`config.mk`:
```
export PLATFORM = sky130hd
export DESIGN_NAME = mc_accum_core
export DESIGN_NICKNAME = d
export VERILOG_FILES = /design/src/rtl/mc_pkg.sv /design/src/rtl/mc_regfile.sv /design/src/rtl/mc_accum_core.sv
export SDC_FILE = /design/constraint.sdc
export NUM_CORES = 1
export LEC_CHECK = 0
export CAP_MARGIN = 20
export CORE_MARGIN = 4
export CORE_UTILIZATION = 40
export DETAILED_ROUTE_END_ITERATION = 16
export MAX_ROUTING_LAYER = met4
export PLACE_DENSITY = 0.68
export SKIP_CTS_REPAIR_TIMING = 1
export SYNTH_ARGS = -nofsm -noshare
export SYNTH_HDL_FRONTEND = slang
export SYNTH_HIERARCHICAL = 1
export SYNTH_SLANG_ARGS = --single-unit
```
`constraint.sdc`:
```
create_clock -name clk -period 3.64 [get_ports clk]
set_input_delay 0.364 -clock clk [delete_from_list [all_inputs] [get_ports clk]]
set_output_delay 0.364 -clock clk [all_outputs]
set_load 0.005 [all_outputs]
```
`src/rtl/mc_pkg.sv`:
```
// Shared types for the mc_accum_core multi-cycle accumulator CPU: opcodes,
// CTYPE function codes, controller states and the immediate sign-extender.
package mc_pkg;

    typedef enum logic [3:0] {
        OP_LOAD  = 4'd0,
        OP_STORE = 4'd1,
        OP_JUMP  = 4'd2,
        OP_BZ    = 4'd4,
        OP_CTYPE = 4'd8,
        OP_ADDI  = 4'd12,
        OP_SUBI  = 4'd13,
        OP_ANDI  = 4'd14,
        OP_ORI   = 4'd15
    } opcode_e;

    typedef enum logic [3:0] {
        F_MOVETO   = 4'd0,
        F_MOVEFROM = 4'd1,
        F_ADD      = 4'd2,
        F_SUB      = 4'd3,
        F_AND      = 4'd4,
        F_OR       = 4'd5,
        F_NOT      = 4'd6,
        F_NOP      = 4'd7
    } func_e;

    typedef enum logic [2:0] {
        FETCH  = 3'd0,
        DECODE = 3'd1,
        EXEC   = 3'd2,
        MEM    = 3'd3,
        WB     = 3'd4,
        HALT   = 3'd5
    } state_e;

    // Sign-extend the low w bits of v to 64 bits; callers truncate to DATA_W.
    function automatic logic [63:0] sext(input logic [63:0] v, input int w);
        logic signed [63:0] t;
        t = $signed(v << (64 - w));
        return t >>> (64 - w);
    endfunction

endpackage

```
`src/rtl/mc_regfile.sv`:
```
// NREG x DATA_W register file: one combinational read port, an R0 tap for
// the accumulator, one synchronous write port, async clear.
module mc_regfile #(
    parameter int DATA_W = 16,
    parameter int NREG   = 8,
    localparam int RW    = $clog2(NREG)
) (
    input  logic              clk,
    input  logic              rst,
    input  logic              we,
    input  logic [RW-1:0]     waddr,
    input  logic [DATA_W-1:0] wdata,
    input  logic [RW-1:0]     raddr,
    output logic [DATA_W-1:0] rdata,
    output logic [DATA_W-1:0] r0
);

    logic [NREG-1:0][DATA_W-1:0] regs;

    always_ff @(posedge clk or posedge rst) begin
        if (rst) begin
            regs <= '0;
        end else if (we) begin
            regs[waddr] <= wdata;
        end
    end

    assign rdata = regs[raddr];
    assign r0    = regs[0];

endmodule

```
`src/rtl/mc_accum_core.sv`:
```
// Multi-cycle accumulator CPU with a req/ack memory port. Define
// ILLEGAL_TRAP_EN to trap illegal opcodes into HALT and expose the halted port.
module mc_accum_core
    import mc_pkg::*;
#(
    parameter int DATA_W   = 16,
    parameter int NREG     = 8,
    parameter int RESET_PC = 0,
    localparam int ADDR_W  = DATA_W - 4
) (
    input  logic              clk,
    input  logic              rst,
    output logic              mem_req,
    output logic              mem_we,
    output logic [ADDR_W-1:0] mem_addr,
    output logic [DATA_W-1:0] mem_wdata,
    input  logic [DATA_W-1:0] mem_rdata,
    input  logic              mem_ack,
    output logic              retire,
    output logic [ADDR_W-1:0] pc_dbg,
    output logic [DATA_W-1:0] acc_dbg,
    output logic              zero_flag
`ifdef ILLEGAL_TRAP_EN
    ,
    output logic              halted
`endif
);

    localparam int RW = $clog2(NREG);

    state_e            state, state_nx;
    logic [ADDR_W-1:0] pc, pc_nx, addr;
    logic [DATA_W-1:0] ir, a_reg, alu_out, alu_res, mdr, acc, rdata, wdata, imm;
    logic [RW-1:0]     ridx, waddr;
    opcode_e           op;
    func_e             func;
    logic              we, req, req_we, retire_c;

    assign op   = opcode_e'(ir[DATA_W-1 -: 4]);
    assign func = func_e'(ir[3:0]);
    assign addr = ir[ADDR_W-1:0];
    assign ridx = ir[ADDR_W-1 -: RW];
    assign imm  = DATA_W'(sext(64'(addr), ADDR_W));

    mc_regfile #(.DATA_W(DATA_W), .NREG(NREG)) u_rf (
        .clk   (clk),
        .rst   (rst),
        .we    (we),
        .waddr (waddr),
        .wdata (wdata),
        .raddr (ridx),
        .rdata (rdata),
        .r0    (acc)
    );

    always_comb begin
        alu_res = acc;
        case (op)
            OP_CTYPE: begin
                case (func)
                    F_MOVEFROM: alu_res = a_reg;
                    F_ADD:      alu_res = acc + a_reg;
                    F_SUB:      alu_res = acc - a_reg;
                    F_AND:      alu_res = acc & a_reg;
                    F_OR:       alu_res = acc | a_reg;
                    F_NOT:      alu_res = ~a_reg;
                    default:    alu_res = acc;
                endcase
            end
            OP_ADDI: alu_res = acc + imm;
            OP_SUBI: alu_res = acc - imm;
            OP_ANDI: alu_res = acc & imm;
            OP_ORI:  alu_res = acc | imm;
            default: alu_res = acc;
        endcase
    end

    always_comb begin
        state_nx = state;
        pc_nx    = pc;
        req      = 1'b0;
        req_we   = 1'b0;
        retire_c = 1'b0;
        we       = 1'b0;
        waddr    = '0;
        wdata    = alu_out;
        case (state)
            FETCH: begin
                req = 1'b1;
                if (mem_ack) state_nx = DECODE;
            end
            DECODE: begin
                pc_nx = pc + ADDR_W'(1);
                case (op)
                    OP_JUMP: begin
                        pc_nx    = addr;
                        retire_c = 1'b1;
                        state_nx = FETCH;
                    end
                    OP_BZ: begin
                        if (acc == '0) pc_nx = addr;
                        retire_c = 1'b1;
                        state_nx = FETCH;
                    end
                    OP_LOAD, OP_STORE: state_nx = MEM;
                    OP_CTYPE, OP_ADDI, OP_SUBI, OP_ANDI, OP_ORI: state_nx = EXEC;
                    default: begin
`ifdef ILLEGAL_TRAP_EN
                        state_nx = HALT;
`else
                        retire_c = 1'b1;
                        state_nx = FETCH;
`endif
                    end
                endcase
            end
            EXEC: state_nx = WB;
            MEM: begin
                req    = 1'b1;
                req_we = (op == OP_STORE);
                if (mem_ack) begin
                    if (op == OP_STORE) begin
                        retire_c = 1'b1;
                        state_nx = FETCH;
                    end else begin
                        state_nx = WB;
                    end
                end
            end
            WB: begin
                // EXEC leaves R0 in alu_out for non-writing CTYPE funcs, so always write.
                we       = 1'b1;
                retire_c = 1'b1;
                state_nx = FETCH;
                if (op == OP_LOAD) wdata = mdr;
                if (op == OP_CTYPE && func == F_MOVETO) waddr = ridx;
            end
            HALT: state_nx = HALT;
            default: state_nx = FETCH;
        endcase
    end

    always_ff @(posedge clk or posedge rst) begin
        if (rst) begin
            state   <= FETCH;
            pc      <= ADDR_W'(RESET_PC);
            ir      <= '0;
            a_reg   <= '0;
            alu_out <= '0;
            mdr     <= '0;
        end else begin
            state <= state_nx;
            pc    <= pc_nx;
            if (state == FETCH && mem_ack) ir <= mem_rdata;
            if (state == DECODE) a_reg <= rdata;
            if (state == EXEC) alu_out <= alu_res;
            if (state == MEM && mem_ack && op == OP_LOAD) mdr <= mem_rdata;
        end
    end

    // Reset must drop the request in the same instant, not at the next edge.
    assign mem_req   = req & ~rst;
    assign mem_we    = req_we & ~rst;
    assign mem_addr  = (state == MEM) ? addr : pc;
    assign mem_wdata = acc;
    assign retire    = retire_c & ~rst;
    assign pc_dbg    = pc;
    assign acc_dbg   = acc;
    assign zero_flag = (acc == '0);
`ifdef ILLEGAL_TRAP_EN
    assign halted    = (state == HALT);
`endif

endmodule

```
* Word level (Yosys, flattened, before mapping)
Index checks and enable logic that the tools add are counted.
** Cells by class
- Add/sub/neg operators :: 5
- $lt $le $gt $ge :: 3
- Equality and inequality tests :: 21
- Mux-type cells :: 26
- Bitwise gates (word level) :: 9
- Reductions and logical operators :: 14
** Operators by type and width (number)
- $bwmux 128 :: 1
- $pmux 16 s6 :: 1
- $pmux 16 s5 :: 1
- $mux 16 :: 4
- $bmux 16 s3 :: 1
- $demux 16 s3 :: 1
- $add 16x16->16 :: 2
- $and 16x16->16 :: 2
- $or 16x16->16 :: 2
- $sub 16x16->16 :: 2
- $mux 12 :: 2
- $pmux 12 s2 :: 1
- $eq 4x4->1 const B :: 5
- $eq 4x3->1 const B :: 4
- $logic_not 16->1 :: 1
- $not 16->16 :: 1
- $mux 3 :: 5
- $pmux 3 s5 :: 1
- $add 12x1->12 const B :: 1
- $eq 4x2->1 const B :: 3
- $eq 4x1->1 const B :: 2
- $logic_not 4->1 :: 2
- $lt 3x4->1 const B :: 2
- $reduce_or 7->1 :: 1
- 15 further kinds :: 30
** Storage, ports and cells
- Register bits after elaboration :: 207
- Bits of input ports :: 19
- Output and inout port bits :: 60
- Logic and storage cells :: 92

* Depth between registers and ports, before layout
Gate-level depths: netlist of the first run.
- Depth after elaboration :: 9
- Mapped depth :: 16

* By module
Netlist of the first run, hierarchy kept.
** Modules (own cells, without submodules)
- mc_accum_core :: times used 1, cells an instance 896, area an instance 7224.4 um^2, sequential area each 1976.9 um^2
- mc_regfile :: times used 1, cells an instance 354, area an instance 6127.1 um^2, sequential area each 3203.1 um^2

* Least setup slack after synthesis of the first run
Ideal clock, no wire load.
- Kind :: flip-flop to flip-flop
- From :: register ir[0]
- To :: register alu_out[14]
- Setup time :: 0.122 ns
- Arrival :: 3.567 ns
- Slack :: -0.049 ns
- Cell stages (with the launch flop) :: 16
- Clock period less this slack :: 3.689 ns
- Path through :: dfrtp_1 inv_1 ha_1 clkbuf_1 nand2_1 or2_2 o41ai_1 xnor2_1 ha_1 a211oi_1 o21bai_1 or3_1 o21ai_0 mux2i_1 o21ai_0 o2bb2ai_1
** On the way
- Longest elaborated chain between the ends :: 3
- Elaborated cells between the ends (all ways) :: 10
** Ends and longest elaborated chain
- start: declaration :: line mc_accum_core.sv:33 : logic [DATA_W-1:0] ir, a_reg, alu_out, alu_res, mdr, acc, rdata, wdata, imm;
- start signal: assignment :: line mc_accum_core.sv:154 : if (state == FETCH && mem_ack) ir <= mem_rdata;
- parallel branches: the longest is 2 deep, another holds $sub 16x16->16
- $pmux 16 s5 * :: line mc_accum_core.sv:58 : case (op)
- end signal: assignment :: line mc_accum_core.sv:156 : if (state == EXEC) alu_out <= alu_res;
- end: declaration :: line mc_accum_core.sv:33
Mark *: on every way between the ends.
A chain may end at the register's enable or synchronous reset.

* Worst setup path in the final report of the first run
- From :: register ir[12]
- To :: register u_rf/regs[57] (netlist name)
** On the way
- Longest elaborated chain between the ends :: 9
- Elaborated cells between the ends (all ways) :: 13
** Ends and longest elaborated chain
- $eq 4x4->1 * :: line mc_accum_core.sv:136 : if (op == OP_CTYPE && func == F_MOVETO) waddr = ridx;
- $logic_and 1x1->1 * :: line mc_accum_core.sv:136
- $mux 3 * :: line mc_accum_core.sv:136
- $mux 3 * :: line mc_accum_core.sv:87 : case (state)
- via waddr[1] :: line mc_accum_core.sv:34 : logic [RW-1:0] ridx, waddr;
- $lt 3x4->1 (not written as such) / $ge 3x1->1 (equally long branches) :: line mc_regfile.sv:24 : regs[waddr] <= wdata;
- $logic_and 1x1->1 (not written as such) :: line mc_regfile.sv:24
- $mux 16 (not written as such) :: line mc_regfile.sv:24
- $demux 16 s3 *
- $bwmux 128 * :: line mc_regfile.sv:24
- end signal: indexed assignment :: line mc_regfile.sv:24
- end: declaration :: line mc_regfile.sv:18 : logic [NREG-1:0][DATA_W-1:0] regs;
The timed path passes the listed nets; every way through them passes the cells marked *.

==> out/results.txt, run 1 <==
Most common cell after layout, fill and taps aside - dfrtp_1
Max Clk Rate - 277 MHz
Post-route ant nets - 0
Dpl cell area - 14,600 um2
Outcome - finished, final reports clean
Commonest cells after routing, fill and taps aside - 205 x dfrtp_1, 189 x mux2_2, 103 x nand2_1, 80 x nor2_1
Routed WL - 40.4 mm
Initial antenna violation count - 1
Distinct cell type count after synthesis - 83
R2r setup slk - 0.03 ns
Vias in the first global route - 10,100
First-pass GRT wire length - 61.9 mm
Grt met3 use - 3.42%
Post-synth EDFFs - 0
Die area - 36,400 um2
FF+latch count, synth - 207
Max reg flops - 112
Inserted Clock Buffers - 24
Final worst path period share - 99.2%
Final setup fails - 0
Vias - 10,300
CTS Buffer Depth - 3
Number of DRC markers in iteration 0 - 876
CTS Sinks - 207
Asr flop ratio synth - 100%
# nets final - 1,361
Clock latency on the worst-skew pair - 0.51 ns
I/O pin count - 79
Syn avg cell area - 10.7 um2
Data required time of the worst path - 4.02 ns
Crit end category - flip-flop
Root buf cell - clkbuf_16
Proportion of layout cells with a drive suffix above 1 - 26.2%
GRT Residual Overflow - 0
RD Place Congestion - 0.984
Synth warnings - 6
Fill count - 2,999
Port Buf Inserts - 78
GR peak layer - met2
Startpoint Class - flip-flop
Layout area overhead - 15.9%
H-tree Lvls - 1
Number of antenna repair diodes - 0
Fin cells - 1,759
Max Cap Viol - 0
Via/cell ratio - 5.84
Die Span X - 191 um
Cell Area, Synth - 13,400 um2
Met1 usage - 31.6%
Drt first pass iters - 5
Met2 usage - 33.6%
Final core occ - 47.3%
Worst slew margin - 31.0%
DRC - 0
HPWL Detailed - 29.8 mm
Post-Layout Inst Area - 15,500 um2
Cells after synthesis - 1,250
Total number of placement rows - 66
Clk pin slew, worst setup/hold paths - 0.06 ns
Prevailing post-synth register cell - dfrtp_1
RSZ-0062 raised after global routing - yes
Worst path arrival time - 3.99 ns
Largest net degree at the start of global routing - 48
Final critical path time including I/O delays and setup - 3.61 ns
Final Hold Fails - 0
Post-synthesis sequential area ratio - 38.8%
Hold_ws - 0.491 ns
Max FO, Critical Path - 19
Clock tree from TritonCTS - built
Mean routed wirelength per cell - 23.0 um
Worst Max-Slew Pin Slew - 1.04 ns
Register name with the most flops - u_rf/regs
Placed insts - 1,716
Min-delay worst type - in2reg
Initial core utilization - 40.8%
Critical path class - reg2reg
Core Box Area - 32,700 um2
Die extent in y - 191 um
Syn nets - 1,311
Total GRT Usage - 22.4%
Max Slew Vio Count - 0
Max Clock Skew - 0.0180 ns
==> worst paths after layout <==
check                                from              to  cells past startpoint
min in group asynchronous             rst       pc_dbg[4]                      2
hold / removal               mem_rdata[8]           ir[8]                      3
setup reg to reg                   ir[12]   u_rf/regs[57]                      7
hold reg to reg            u_rf/regs[110]  u_rf/regs[110]                      1
setup / recovery                   ir[12]   u_rf/regs[57]                      7
max in group asynchronous             rst  u_rf/regs[107]                      3
==> cells by family after synthesis <==
logic type,share of synthesized area (%)
AOI/OAI and AO/OA,12.7
xor gates and xnor gates,2.76
adders and majority gates,4.35
buffers and inverters,5.81
DFF,38.8
muxes,23.8
and+or+nand+nor,11.8
==> routing by layer <==
layer / wire length, um / up-vias
met5: 0 / -
met4: 1140 / 0
met3: 2510 / 83
met2: 18700 / 360
met1: 18100 / 5145
li1: - / 4676
==> cell usage after synthesis, drive strengths merged (4+ instances only) <==
master	count	area share, %
dfrtp	207	39
mux2	199	17
nand2	105	3.0
o21ai	82	3.1
nor2	80	2.2
buf	65	3.7
a21oi	60	2.2
clkbuf	53	1.5
ha	40	3.7
mux4	32	6.2
nor3	23	0.86
xnor2	23	1.5
inv	22	0.62
xor2	19	1.2
o21a	15	0.84
nor2b	14	0.66
nand3	13	0.52
a221oi	12	0.79
and2	12	0.56
a211oi	10	0.56
nor4	10	0.63
o31ai	10	0.56
nand2b	9	0.42
a21o	8	0.45
and3	8	0.37
mux2i	8	0.60
or3	8	0.37
nand4	7	0.37
a31oi	6	0.28
o22ai	6	0.28
and4	5	0.33
o211ai	5	0.28
a22o	4	0.26
a22oi	4	0.22
maj3	4	0.30
nand4b	4	0.40
o41ai	4	0.32
==> cell type report <==
class,count,area [um2],area share [%]
clock buffers,35,753,4.87
clock inverters,8,103,0.663
inverters,22,87.6,0.566
multi-input cells,903,7500,48.5
flip-flops and latches,207,5180,33.5
well taps,442,553,3.57
repair buffers,142,1300,8.39
==> stage by stage <==
step,TNS [ns],setup slack (ns)
finish,0,0.0308
global route,-4.04,-0.156
CTS,0,0.0321
detailed placement,0,0.0468
global placement,0,0.0341
floorplan,0,0.0793
==> critical path, stage by stage (launching register included) <==
cell	delay (ns)
dfrtp_1	0.50
buf_4	0.26
nor2_1	0.24
nand3b_1	0.19
nor3_1	0.58
and2_1	0.56
nand4b_2	0.64
mux2_2	0.50
Power of run 1 is not shown: default switching activity piles up to over one toggle a cycle in this logic, so the estimate is an artifact.
==> run 2: changes to the inputs <==
--- a/config.mk
+++ b/config.mk
@@ -5,7 +5,7 @@
 export SDC_FILE = /design/constraint.sdc
 export NUM_CORES = 1
 export LEC_CHECK = 0
-export CAP_MARGIN = 20
+export CAP_MARGIN = 40
 export CORE_MARGIN = 4
 export CORE_UTILIZATION = 40
 export DETAILED_ROUTE_END_ITERATION = 16
==> run 2 against run 1 <==
Net effect: non-clock buffer count rose by 3; register-to-register slack worse by 0.12 ns; critical endpoint unchanged; the run now ends with setup timing left; first-iteration DRC count up 8.9%; utilization fell by 0.065 points; fmax fell by 3.2%.
==> out/results.txt, run 2 (same netlist as run 1, synthesis figures left out) <==
Outcome - finished, violations left
Failing checks - setup timing
Largest net degree at the start of global routing - 48
Proportion of layout cells with a drive suffix above 1 - 26.5%
Die area - 36,400 um2
Root buf cell - clkbuf_16
Dpl cell area - 14,600 um2
Crit-path cells - buf_4, nor2_1, nand3b_1, nor3_1, and2_1, nand4b_2, mux2_2
Max reg flops - 112
Number of antenna repair diodes - 0
Mean routed wirelength per cell - 22.9 um
Final worst path period share - 102%
Port Buf Inserts - 78
Fin cells - 1,760
Worst R2R End - u_rf/regs[57]
HPWL Detailed - 29.9 mm
Most common cell after layout, fill and taps aside - dfrtp_1
DRC - 0
# nets final - 1,363
Final critical path time including I/O delays and setup - 3.73 ns
Max Clock Skew - 0.0166 ns
Vias - 10,200
Buf/Inv on CP - 1
H-tree Lvls - 1
Via/cell ratio - 5.81
Clk pin slew, worst setup/hold paths - 0.06 ns
Worst Max-Slew Pin Slew - 0.862 ns
Max Slew Vio Count - 0
Slowest CP cell - nand4b_2
CTS Sinks - 207
Core Box Area - 32,700 um2
Critical path class - reg2reg
Worst path arrival time - 4.11 ns
Inserted Clock Buffers - 23
Clock tree from TritonCTS - built
Register-to-Register Path Depth - 7
CP max stage delay - 0.69 ns
GRT Residual Overflow - 0
Die Span X - 191 um
First-pass GRT wire length - 61.7 mm
Final Hold Fails - 0
Drt first pass iters - 6
Total GRT Usage - 22.4%
Initial core utilization - 40.8%
Clock latency on the worst-skew pair - 0.51 ns
Number of DRC markers in iteration 0 - 954
Initial antenna violation count - 1
Commonest cells after routing, fill and taps aside - 205 x dfrtp_1, 189 x mux2_2, 103 x nand2_1, 80 x nor2_1, 78 x clkdlybuf4s50_1
CTS Buffer Depth - 3
Layout area overhead - 15.8%
Max FO, Critical Path - 19
Routed WL - 40.3 mm
Vias in the first global route - 10,100
I/O pin count - 79
Worst slew margin - 42.5%
RD Place Congestion - 0.984
Total number of placement rows - 66
Max Clk Rate - 268 MHz
R2r setup slk - -0.09 ns
Crit end category - flip-flop
Die extent in y - 191 um
Register name with the most flops - u_rf/regs
RSZ-0062 raised after global routing - yes
Startpoint Class - flip-flop
Data required time of the worst path - 4.02 ns
Crit path max-delay family - simple AND/OR/NAND/NOR gates
Crit path from - ir[12]
R2r startpoint - ir[12]
Placed insts - 1,717
Post-Layout Inst Area - 15,500 um2
Min-delay worst type - in2async
Post-route ant nets - 0
Final setup fails - 32
Max Cap Viol - 0
PnR worst setup slack - -0.0874 ns
==> run 2: changes by cell type in the layout (fill, tap and decap cells not counted), sizes merged <==
cell | previous run | this run
buf | 64 | 67
clkbuf | 35 | 33
clkinv | 4 | 6
clkinvlp | 3 | 2
inv | 21 | 20
==> run 2: how the worst max path moves through the flow <==
stage,end,cells after the start
global placement,u_rf/regs[90],7
floorplan,alu_out[14],15
global route,u_rf/regs[107],7
CTS,u_rf/regs[57],7
finish,u_rf/regs[57],7
detailed placement,alu_out[14],14
==> run 2: through the flow <==
step	util, %	setup WS [ns]	TNS, ns	hold WS [ns]
CTS	46.9	0.0106	0	0.490
global placement	44.6	0.0341	0	0.479
finish	47.3	-0.0874	-1.41	0.496
floorplan	-	0.0793	0	0.444
global route	47.3	-0.132	-5.40	0.508
detailed placement	44.6	0.0828	0	0.486
==> run 2: worst register-to-register path, delay by kind of cell (launching register included) <==
family	cells	cell delay, ns
buf+inv	1	0.27
flops	1	0.51
mux	1	0.52
simple gates	5	2.30
==> run 2: layer usage <==
metal  wire (um)  part of all wire [%]  GRT usage [%]  vias up
met5           0                     0              -        -
met4         987                   2.4           5.30        0
met3        2670                   6.6           3.30       67
met2       18600                    46           34.2      378
met1       18100                    45           31.7     5104
li1            -                     -              -     4685
==> run 2: cell type report <==
type / instances / area (um2)
repair buffers: 145 / 1330
flip-flops and latches: 207 / 5180
fillers: 3019 / 17200
inverters: 22 / 87.6
multi-input cells: 903 / 7550
clock inverters: 8 / 92.6
well taps: 442 / 553
clock buffers: 33 / 663
Power of run 2 is left out for the same reason.
==> run 3: changes to the inputs <==
--- a/config.mk
+++ b/config.mk
@@ -16,3 +16,4 @@
 export SYNTH_HDL_FRONTEND = slang
 export SYNTH_HIERARCHICAL = 1
 export SYNTH_SLANG_ARGS = --single-unit
+export TNS_END_PERCENT = 50
==> run 3 against run 2 <==
Net effect: the run now ends clean; flip-flop and latch count did not move; clock skew fell by 0.0026 ns; worst setup slack improved by 0.30 ns; worst hold slack got worse by 0.14 ns; global-route usage rose by 0.79 points; utilization fell by 0.16 points; clock-buffer cell count rose by 1; critical endpoint is now alu_out[14].
==> out/results.txt, run 3 (same netlist as run 1, synthesis figures left out) <==
Outcome - finished, final reports clean
Vias - 10,400
I/O pin count - 79
Clock latency on the worst-skew pair - 0.54 ns
Largest net degree at the start of global routing - 129
Layout area overhead - 15.4%
Max Cap Viol - 0
Final critical path time including I/O delays and setup - 3.43 ns
Number of DRC markers in iteration 0 - 860
Hold_ws - 0.356 ns
Register name with the most flops - u_rf/regs
Initial antenna violation count - 0
Final Hold Fails - 0
HPWL Detailed - 30.5 mm
Inserted Clock Buffers - 24
Commonest cells after routing, fill and taps aside - 205 x dfrtp_1, 189 x mux2_2, 104 x nand2_1, 80 x nor2_1
Worst path arrival time - 3.84 ns
Worst R2R End - alu_out[14]
Total number of placement rows - 66
DRC - 0
Final worst path period share - 94.1%
Drt first pass iters - 5
First-pass GRT wire length - 63.5 mm
Core Box Area - 32,700 um2
Initial core utilization - 40.8%
Critical path class - reg2reg
Data required time of the worst path - 4.05 ns
Crit end category - flip-flop
H-tree Lvls - 1
R2r setup slk - 0.21 ns
Worst slew margin - 43.3%
Total GRT Usage - 23.2%
Max FO, Critical Path - 6
Port Buf Inserts - 78
Final setup fails - 0
Register-to-Register Path Depth - 15
RD Place Congestion - 0.981
Max Clock Skew - 0.0140 ns
Post-route ant nets - 0
Worst Max-Slew Pin Slew - 0.850 ns
Clk pin slew, worst setup/hold paths - 0.07 ns
TNS Setup - 0 ns
# nets final - 1,362
Crit path from - ir[0]
Die extent in y - 191 um
Most common cell after layout, fill and taps aside - dfrtp_1
Max Slew Vio Count - 0
Clock tree from TritonCTS - built
GRT Residual Overflow - 0
CTS Sinks - 207
Routed WL - 41.5 mm
Min-delay worst type - in2async
Root buf cell - clkbuf_16
Max reg flops - 112
Via/cell ratio - 5.93
Max Clk Rate - 292 MHz
Startpoint Class - flip-flop
Die Span X - 191 um
Mean routed wirelength per cell - 23.6 um
R2r startpoint - ir[0]
CTS Buffer Depth - 3
Vias in the first global route - 10,200
Number of antenna repair diodes - 0
Fill count - 3,023
Die area - 36,400 um2
Proportion of layout cells with a drive suffix above 1 - 25.4%
run 3: final cells by class:
type                            count  area, um2  share of cell area [%]
Inverter                           22       87.6                   0.569
Clock inverter                      5       86.3                   0.560
Sequential cell                   207       5180                    33.6
Tap cell                          442        553                    3.59
Clock buffer                       34        688                    4.47
Timing Repair Buffer              143       1330                    8.61
Multi-Input combinational cell    903       7480                    48.6
run 3: metrics by stage:
step / setup WS, ns / util [%] / std cells / cell area, um2
finish: 0.213 / 47.1 / 1756 / 15400
global route: -0.0144 / 47.1 / 1756 / 15400
CTS: 0.0993 / 47.0 / 1756 / 15400
detailed placement: 0.105 / 44.6 / 1717 / 14600
global placement: 0.131 / 44.6 / 1716 / 14600
floorplan: -0.0492 / - / 1250 / 13400
run 3: how the worst max path moves through the flow:
stage                  end  slack [ns]  cells after the start
6_report       alu_out[14]        0.21                     15
4_1_cts        alu_out[14]         0.1                     12
2_1_floorplan  alu_out[14]       -0.05                     15
3_5_place_dp   alu_out[14]        0.10                     12
5_1_grt        alu_out[15]       -0.01                     15
3_3_place_gp   alu_out[14]        0.13                     12
run 3: worst max-delay path: stages, from the launching register on:
cell       delay (ns)
dfrtp_1          0.37
inv_1            0.09
ha_1             0.18
nand2_1          0.10
or2_2            0.30
o41ai_1          0.25
buf_4            0.18
o21ai_0          0.11
o21ai_0          0.22
ha_1             0.33
mux2i_1          0.19
nor2_1           0.06
or3_1            0.37
a221oi_2         0.28
o21ai_0          0.15
o2bb2ai_1        0.15
run 3: layer usage:
layer  track usage, %  share of wire, %  up-vias
met5                -                 0        -
met4             6.30               2.9        0
met3             2.82               6.4       82
met2             36.4                47      385
met1             32.0                44     5275
li1                 -                 -     4671
Power of run 3 is left out for the same reason.
